===== src/rtl/mem_arbiter.sv =====
// Shares one single-port, fixed-latency memory between instruction fetch (IF) and load/store (LS).
// LS has priority, bounded by a streak limit. `define MEM_ARB_PERF_CNT_EN adds grant and stall counters.
module mem_arbiter #(
  parameter int DATA_WIDTH    = 32,
  parameter int MEM_LATENCY   = 2,
  parameter int MAX_LS_STREAK = 4
) (
  input  logic                  clk,
  input  logic                  rst,
  input  logic                  if_req_i,
  input  logic [DATA_WIDTH-1:0] if_addr_i,
  output logic                  if_gnt_o,
  output logic                  if_rvalid_o,
  output logic [DATA_WIDTH-1:0] if_rdata_o,
  input  logic                  ls_req_i,
  input  logic                  ls_we_i,
  input  logic [DATA_WIDTH-1:0] ls_addr_i,
  input  logic [DATA_WIDTH-1:0] ls_wdata_i,
  input  logic [3:0]            ls_byte_en_i,
  output logic                  ls_gnt_o,
  output logic                  ls_rvalid_o,
  output logic [DATA_WIDTH-1:0] ls_rdata_o,
  output logic                  mem_en_o,
  output logic                  mem_we_o,
  output logic [DATA_WIDTH-1:0] mem_addr_o,
  output logic [DATA_WIDTH-1:0] mem_wdata_o,
  output logic [3:0]            mem_byte_en_o,
  input  logic [DATA_WIDTH-1:0] mem_rdata_i,
  output logic                  busy_o
`ifdef MEM_ARB_PERF_CNT_EN
  ,
  output logic [31:0]           perf_if_grants_o,
  output logic [31:0]           perf_ls_grants_o,
  output logic [31:0]           perf_if_stall_o
`endif
);

  localparam int SW = $clog2(MAX_LS_STREAK + 1);

  typedef enum logic [1:0] {IDLE, ISSUE, WAIT, RESP} state_t;

  state_t                state, state_next;
  logic [3:0]            lat_cnt, lat_cnt_next;
  logic [SW-1:0]         streak, streak_next;
  logic                  arb, grant_ls, grant_if;

  logic                  req_ls;
  logic                  req_we;
  logic [DATA_WIDTH-1:0] req_addr;
  logic [DATA_WIDTH-1:0] req_wdata;
  logic [3:0]            req_be;

  logic [DATA_WIDTH-1:0] resp_data;
  logic [DATA_WIDTH-1:0] if_rdata_q, ls_rdata_q;

  always_comb begin
    arb      = (state == IDLE) || (state == RESP);
    grant_ls = 1'b0;
    grant_if = 1'b0;
    if (arb) begin
      if (ls_req_i && !((streak == SW'(MAX_LS_STREAK)) && if_req_i)) grant_ls = 1'b1;
      else if (if_req_i)                                              grant_if = 1'b1;
    end
  end

  always_comb begin
    state_next   = state;
    lat_cnt_next = lat_cnt;
    streak_next  = streak;
    case (state)
      IDLE, RESP: state_next = (grant_ls || grant_if) ? ISSUE : IDLE;
      ISSUE: begin
        lat_cnt_next = 4'(MEM_LATENCY - 1);
        state_next   = (MEM_LATENCY > 1) ? WAIT : RESP;
      end
      WAIT: begin
        lat_cnt_next = lat_cnt - 4'd1;
        if (lat_cnt == 4'd1) state_next = RESP;
      end
      default: state_next = IDLE;
    endcase
    // An absent fetch request also resets the streak, so LS alone never builds one up.
    if (arb) begin
      if (!if_req_i || grant_if) streak_next = '0;
      else if (grant_ls)         streak_next = streak + 1'b1;
    end
  end

  always_ff @(posedge clk) begin
    if (rst) begin
      state      <= IDLE;
      lat_cnt    <= '0;
      streak     <= '0;
      req_ls     <= 1'b0;
      req_we     <= 1'b0;
      req_addr   <= '0;
      req_wdata  <= '0;
      req_be     <= '0;
      if_rdata_q <= '0;
      ls_rdata_q <= '0;
    end else begin
      state   <= state_next;
      lat_cnt <= lat_cnt_next;
      streak  <= streak_next;
      if (grant_ls || grant_if) begin
        req_ls    <= grant_ls;
        req_we    <= grant_ls & ls_we_i;
        req_addr  <= grant_ls ? ls_addr_i : if_addr_i;
        req_wdata <= grant_ls ? ls_wdata_i : '0;
        req_be    <= grant_ls ? ls_byte_en_i : 4'b0000;
      end
      if (state == RESP) begin
        if (req_ls) ls_rdata_q <= resp_data;
        else        if_rdata_q <= resp_data;
      end
    end
  end

  // Memory data arrives in the RESP cycle itself, so it is passed through then and held afterwards.
  always_comb begin
    resp_data     = req_we ? '0 : mem_rdata_i;
    mem_en_o      = (state == ISSUE);
    mem_we_o      = mem_en_o & req_we;
    mem_addr_o    = mem_en_o ? req_addr  : '0;
    mem_wdata_o   = mem_en_o ? req_wdata : '0;
    mem_byte_en_o = mem_en_o ? req_be    : 4'b0000;
    if_gnt_o      = mem_en_o & ~req_ls;
    ls_gnt_o      = mem_en_o &  req_ls;
    if_rvalid_o   = (state == RESP) & ~req_ls;
    ls_rvalid_o   = (state == RESP) &  req_ls;
    if_rdata_o    = if_rvalid_o ? resp_data : if_rdata_q;
    ls_rdata_o    = ls_rvalid_o ? resp_data : ls_rdata_q;
    busy_o        = (state != IDLE);
  end

`ifdef MEM_ARB_PERF_CNT_EN
  always_ff @(posedge clk) begin
    if (rst) begin
      perf_if_grants_o <= '0;
      perf_ls_grants_o <= '0;
      perf_if_stall_o  <= '0;
    end else begin
      if (if_gnt_o)              perf_if_grants_o <= perf_if_grants_o + 32'd1;
      if (ls_gnt_o)              perf_ls_grants_o <= perf_ls_grants_o + 32'd1;
      if (if_req_i && !if_gnt_o) perf_if_stall_o  <= perf_if_stall_o + 32'd1;
    end
  end
`endif

endmodule


===== config.mk =====
export PLATFORM = sky130hd
export DESIGN_NAME = mem_arbiter
export DESIGN_NICKNAME = d
export VERILOG_FILES = /design/src/rtl/mem_arbiter.sv
export SDC_FILE = /design/constraint.sdc
export NUM_CORES = 1
export LEC_CHECK = 0
export BUFFER_PORTS_ARGS = -buffer_cell sky130_fd_sc_hd__buf_2
export CAP_MARGIN = 0
export CORE_UTILIZATION = 33
export CTS_CLUSTER_DIAMETER = 200
export DETAILED_ROUTE_END_ITERATION = 16
export SLEW_MARGIN = 20
export SYNTH_ARGS = -nofsm -noshare
export SYNTH_HDL_FRONTEND = slang
export SYNTH_SLANG_ARGS = --single-unit

===== constraint.sdc =====
create_clock -name clk -period 2.1 [get_ports clk]
set_clock_uncertainty 0.05 [all_clocks]
set_input_delay 0 -clock clk [delete_from_list [all_inputs] [get_ports clk]]
set_output_delay 0 -clock clk [all_outputs]
set_load 0.005 [all_outputs]

# After elaboration in Yosys (flattened, before gate mapping)
# Cells that the tools add are included.
word_totals:
  out_inout_bits: 139
  word_cells: 60
  reg_bits: 143
classes:
  reduce_logical: 15
  n_eq_ne: 6
  bitwise: 7
  n_mux: 20
  addsub: 2
ops:
  columns: ["operator", "count"]
  rows:
  - ["2-to-1 mux 32 bit", 7]
  - ["2-to-1 mux 4 bit", 2]
  - ["one-hot mux 4 bit (2 select lines)", 1]
  - ["AND 1 bit", 6]
  - ["2-to-1 mux 1 bit", 6]
  - ["2-to-1 mux 3 bit", 2]
  - ["one-hot mux 2 bit (3 select lines)", 1]
  - ["AND reduction 2 bit", 3]
  - ["nonzero test 2 bit", 3]
  - ["equality test 2 bit, second input constant", 2]
  - ["equality test 4 x 1 -> 1 bit, second input constant", 1]
  - ["subtractor 4 x 1 -> 4 bit, second input constant", 1]
  - ["adder 3 x 1 -> 3 bit, second input constant", 1]
  - ["equality test 3 bit, second input constant", 1]
  - ["logical OR 1 bit", 3]
  - ["equality test 2 x 1 -> 1 bit, second input constant", 1]
  - ["logical AND 1 bit", 2]
  - ["logical NOT 1 bit", 2]
  - ["logical NOT 2 bit", 1]
  - ["2-to-1 mux 2 bit", 1]
  - ["!= test 2 bit, second input constant", 1]
  - ["OR reduction 2 bit", 1]
  - ["NOT 1 bit", 1]

# Depth between registers and ports, before layout
depth:
  word_depth: 9
  mapped_depth: 8
  mapped_depth_nobuf: 5

# Worst setup path after synthesis
# OpenSTA, ideal clock, no wires.
synth_timing:
  path_kind: "register -> register"
  start: "register state[0]"
  end: "register req_addr[2]"
  period_less_slack_ns: 1.712
  path_buffers: 2
  setup_ns: 0.095
  arrival_ns: 1.566
  slack_ns: 0.388
  stages_incl_launch_ff: 8
  path_cell_list: "dfxtp_1 -> inv_1 -> ha_1 -> buf_2 -> nor2b_1 -> nand2_1 -> buf_2 -> a221oi_1"
synth_via:
  elab_chain_cells: 4
  word_cells_on_any_way: 7
  classes_between: "1 x eq/ne; 3 x mux; 3 x reduce/logical"
synth_lines:
  columns: ["element", "line", "source"]
  rows:
  - ["from (decl)", "42", "state_t state, state_next;"]
  - ["from (signal assigned)", "102", "state <= state_next;"]
  - ["equality test 2 bit / logical NOT 2 bit (equally long branches)", "57", "arb = (state == IDLE) || (state == RESP);"]
  - ["logical OR 1 bit *", "57", null]
  - ["2-to-1 mux 1 bit", "60", "if (arb) begin"]
  - ["2-to-1 mux 32 bit / logical OR 1 bit (equally long branches)", "108, 105", null]
  - ["to (signal assigned)", "108", "req_addr <= grant_ls ? ls_addr_i : if_addr_i;"]
  - ["to (decl)", "49", "logic [DATA_WIDTH-1:0] req_addr;"]
# Mark *: on every way between the ends. The rest lies on a longest branch, timed or not.
# A chain may end at the register's enable or synchronous reset.

# Final worst setup path
layout_timing:
  start: "register state[0]"
  end: "output if_rdata_o[5]"
layout_via:
  elab_chain_cells: 3
layout_lines:
  columns: ["element", "line", "source"]
  rows:
  - ["equality test 2 bit", "129", "if_rvalid_o = (state == RESP) & ~req_ls;"]
  - ["AND 1 bit", "129", null]
  - ["2-to-1 mux 32 bit", "131", "if_rdata_o = if_rvalid_o ? resp_data : if_rdata_q;"]
  - ["to (decl)", "14", "output logic [DATA_WIDTH-1:0] if_rdata_o,"]
# Every way passes these cells.

==> summary.txt <==
Route
  • Post-DRT Antenna Nets: 0
  • Vias post-DR: 6,761
  • Number of DRC markers in iteration 0: between 200 and 250
  • Final WL: roughly 20 mm
  • Wire length per cell: around 14 um
  • TritonRoute pass-1 iters: 4
  • # DRC: 0
  • Avg Vias per Cell: about 4.7

GRT
  • Initial antenna violation count: 0
  • Vias in the first global route: approximately 6.7k
  • Largest net degree at the start of global routing: 58
  • Global-route wire length before repair: 33.1 mm
  • All-Layer GR Usage: a little under a fifth
  • GRT overflow: 0

Pwr
  • Final Power: approximately 10 mW
  • Static Leak: 5.70 nW
  • Pwr/cell area: ~930 nW/um^2
  • Maximum VDD drop: ~0.55 mV

Logic synthesis
  • Synth Warn #: 0
  • Top post-synthesis cells by area: dfxtp_1 (41%), mux2i_1 (14%), and2_1 (6.3%), a221oi_2 (6.1%), nor2_1 (5.4%)
  • Post-Synthesis Net Count: approximately 920
  • Post-synthesis cell type count: 34
  • Area share of the largest cell type after synthesis: approximately 41%
  • Mapped Area: 6900 um^2
  • Post-synthesis sequential area ratio: between 40% and 50%
  • Mapped Cells: 774
  • Post-synth EDFFs: 0
  • Area leader, netlist: dfxtp_1
  • Synth Register Bits: about 140
  • Syn avg cell area: a little under 9 um^2
  • Asr flop ratio synth: 0%
  • Main synth FF type: dfxtp_1

Timing
  • Unrepaired setup endpoints after global routing: no
  • Period minus WS final: 1910 ps
  • Worst-margin pin slew: between 500 and 600 ps
  • Fin Setup TNS: 0 ps
  • Fmax: between 500 and 600 MHz
  • Final setup violation count: 0
  • Hold slack: roughly 18 ps
  • Slew Limit Fails: 0
  • Relative slew slack: 62.9%
  • Final Hold Viols: 0
  • Final clock period utilization by the worst path: between 90 and 100%

Clocking
  • H-tree depth: 4
  • TritonCTS clock tree: done
  • TritonCTS Buffers: 17
  • Clock-pin slew on the worst setup and hold paths: about 60 ps
  • Max clock buf depth: 2
  • Clk sink count: roughly 140
  • Post-CTS resize count: 0
  • Root Buffer: clkbuf_16
  • Clock latency on the worst-skew pair: ~420 ps

Worst setup path
  • CP endpoint kind: output port
  • Worst EP arrival: between 1500 and 2000 ps
  • WP data required: between 2000 and 2500 ps
  • Critical Path Source Type: register
  • CP max FO: 33
  • Kind of critical path: register to output port

Place
  • Post-DP Area: 8580 um^2
  • Routability congestion estimate: between 0.7 and 0.8
  • # port buffers: between 200 and 300
  • DP Wirelength: ~12 mm

Status
  • Outcome: finished clean

Finish
  • Util after Layout: 51.3%
  • Layout Nets: between 1k and 1.5k
  • Leading cell types in the layout, fill and taps excluded: buf_2 (274), dfxtp_1 (143), dlygate4sd3_1 (130)
  • Most common cell after layout, fill and taps aside: buf_2
  • Area Overhead vs Synth: 51.3%
  • Final Cell Area: around 10,000 um^2
  • Ant diodes: 0
  • Proportion of layout cells with a drive suffix above 1: between 30 and 40%

Die
  • Initial core utilization: between 30% and 40%
  • DIE HEIGHT: 147 um
  • Die width: ~150 um
  • Die area: 21,500 um^2
  • Row count: 52
  • Core area: between 20,000 and 25,000 um^2
  • # IOs: roughly 280

Worst hold path
  • Hold WC Path Type: input pin to register

Run
  • Maximum Capacitance Violations: 0
==> cell families after synthesis <==
group / count (synthesis) / share of synthesized area, %
AOI/OAI and AO/OA: 118 / 14.6
adders and majority gates: 8 / 1.45
buffers and inverters: 143 / 8.83
DFF: 143 / 41.5
muxes: 98 / 14.2
and+or+nand+nor: 264 / 19.4
==> Yosys cell counts, drive strengths merged (3+ instances only) <==
master	count
nand3	40
inv	75
a21oi	39
and2	70
buf	33
a221oi	32
ha	8
nand2	6
nor2b	37
clkbuf	35
mux2i	96
dfxtp	143
o211ai	37
nand2b	3
nor2	100
==> path summary, 6_finish.rpt <==
kind	from	endpoint	slack, ps	depth (start not counted)
max	state[0]	if_rdata_o[5]	190	6
min	ls_req_i	req_ls	20	4
max reg2reg	state[0]	req_wdata[29]	220	7
min reg2reg	req_wdata[13]	req_wdata[13]	430	2
==> sequential cells by signal, indices dropped and copies added, names as in the netlist, 2 cells and up <==
register	flops
req_be	4
streak	3
req_wdata	32
lat_cnt	4
req_addr	32
state	2
ls_rdata_q	32
if_rdata_q	32
==> cell type report <==
cell class                 instances  area, um^2
clock buffer                      22         474
clock inverter                     9        85.1
fill                            1897        9920
inverter                          75         282
multi-input combinational        488        3460
sequential                       143        2860
tap                              270         338
timing repair buffer             422        2950
==> worst max-delay path, stage by stage (launching register included) <==
cell	delay, ps
dfxtp_1	330
ha_1	240
nand2b_2	100
buf_12	260
mux2i_1	310
inv_1	80
buf_2	130
==> what timing repair did <==
action	CTS	global route
endpoints found under the hold margin	123	0
buffers inserted	0	0
hold buffers	130	0
==> routing by layer <==
| layer | vias up | GRT usage (%) | routed length, um |
|---|---|---|---|
| met4 | 0 | 5.78 | 287 |
| li1 | 3342 | - | - |
| met5 | - | 0 | 0 |
| met3 | 19 | 4.22 | 899 |
| met1 | 3190 | 23.1 | 9230 |
| met2 | 210 | 33.3 | 10100 |
==> per-stage QoR <==
step / std cells / setup WS, ps
final: 1429 / 185
after detailed placement: 1268 / 229
after global placement: 1268 / 285
after global routing: 1429 / 40.7
after CTS: 1429 / 123
after floorplan: 774 / 388
==> power breakdown <==
| group | switching (mW) | leakage, nW | internal, mW |
|---|---|---|---|
| Clock | 1.18 | 0.268 | 1.72 |
| Combinational | 1.83 | 4.27 | 1.58 |
| Sequential | 0.237 | 1.17 | 3.22 |
| Total | 3.25 | 5.70 | 6.51 |
Note: power is estimated with default switching activity, not from simulation.
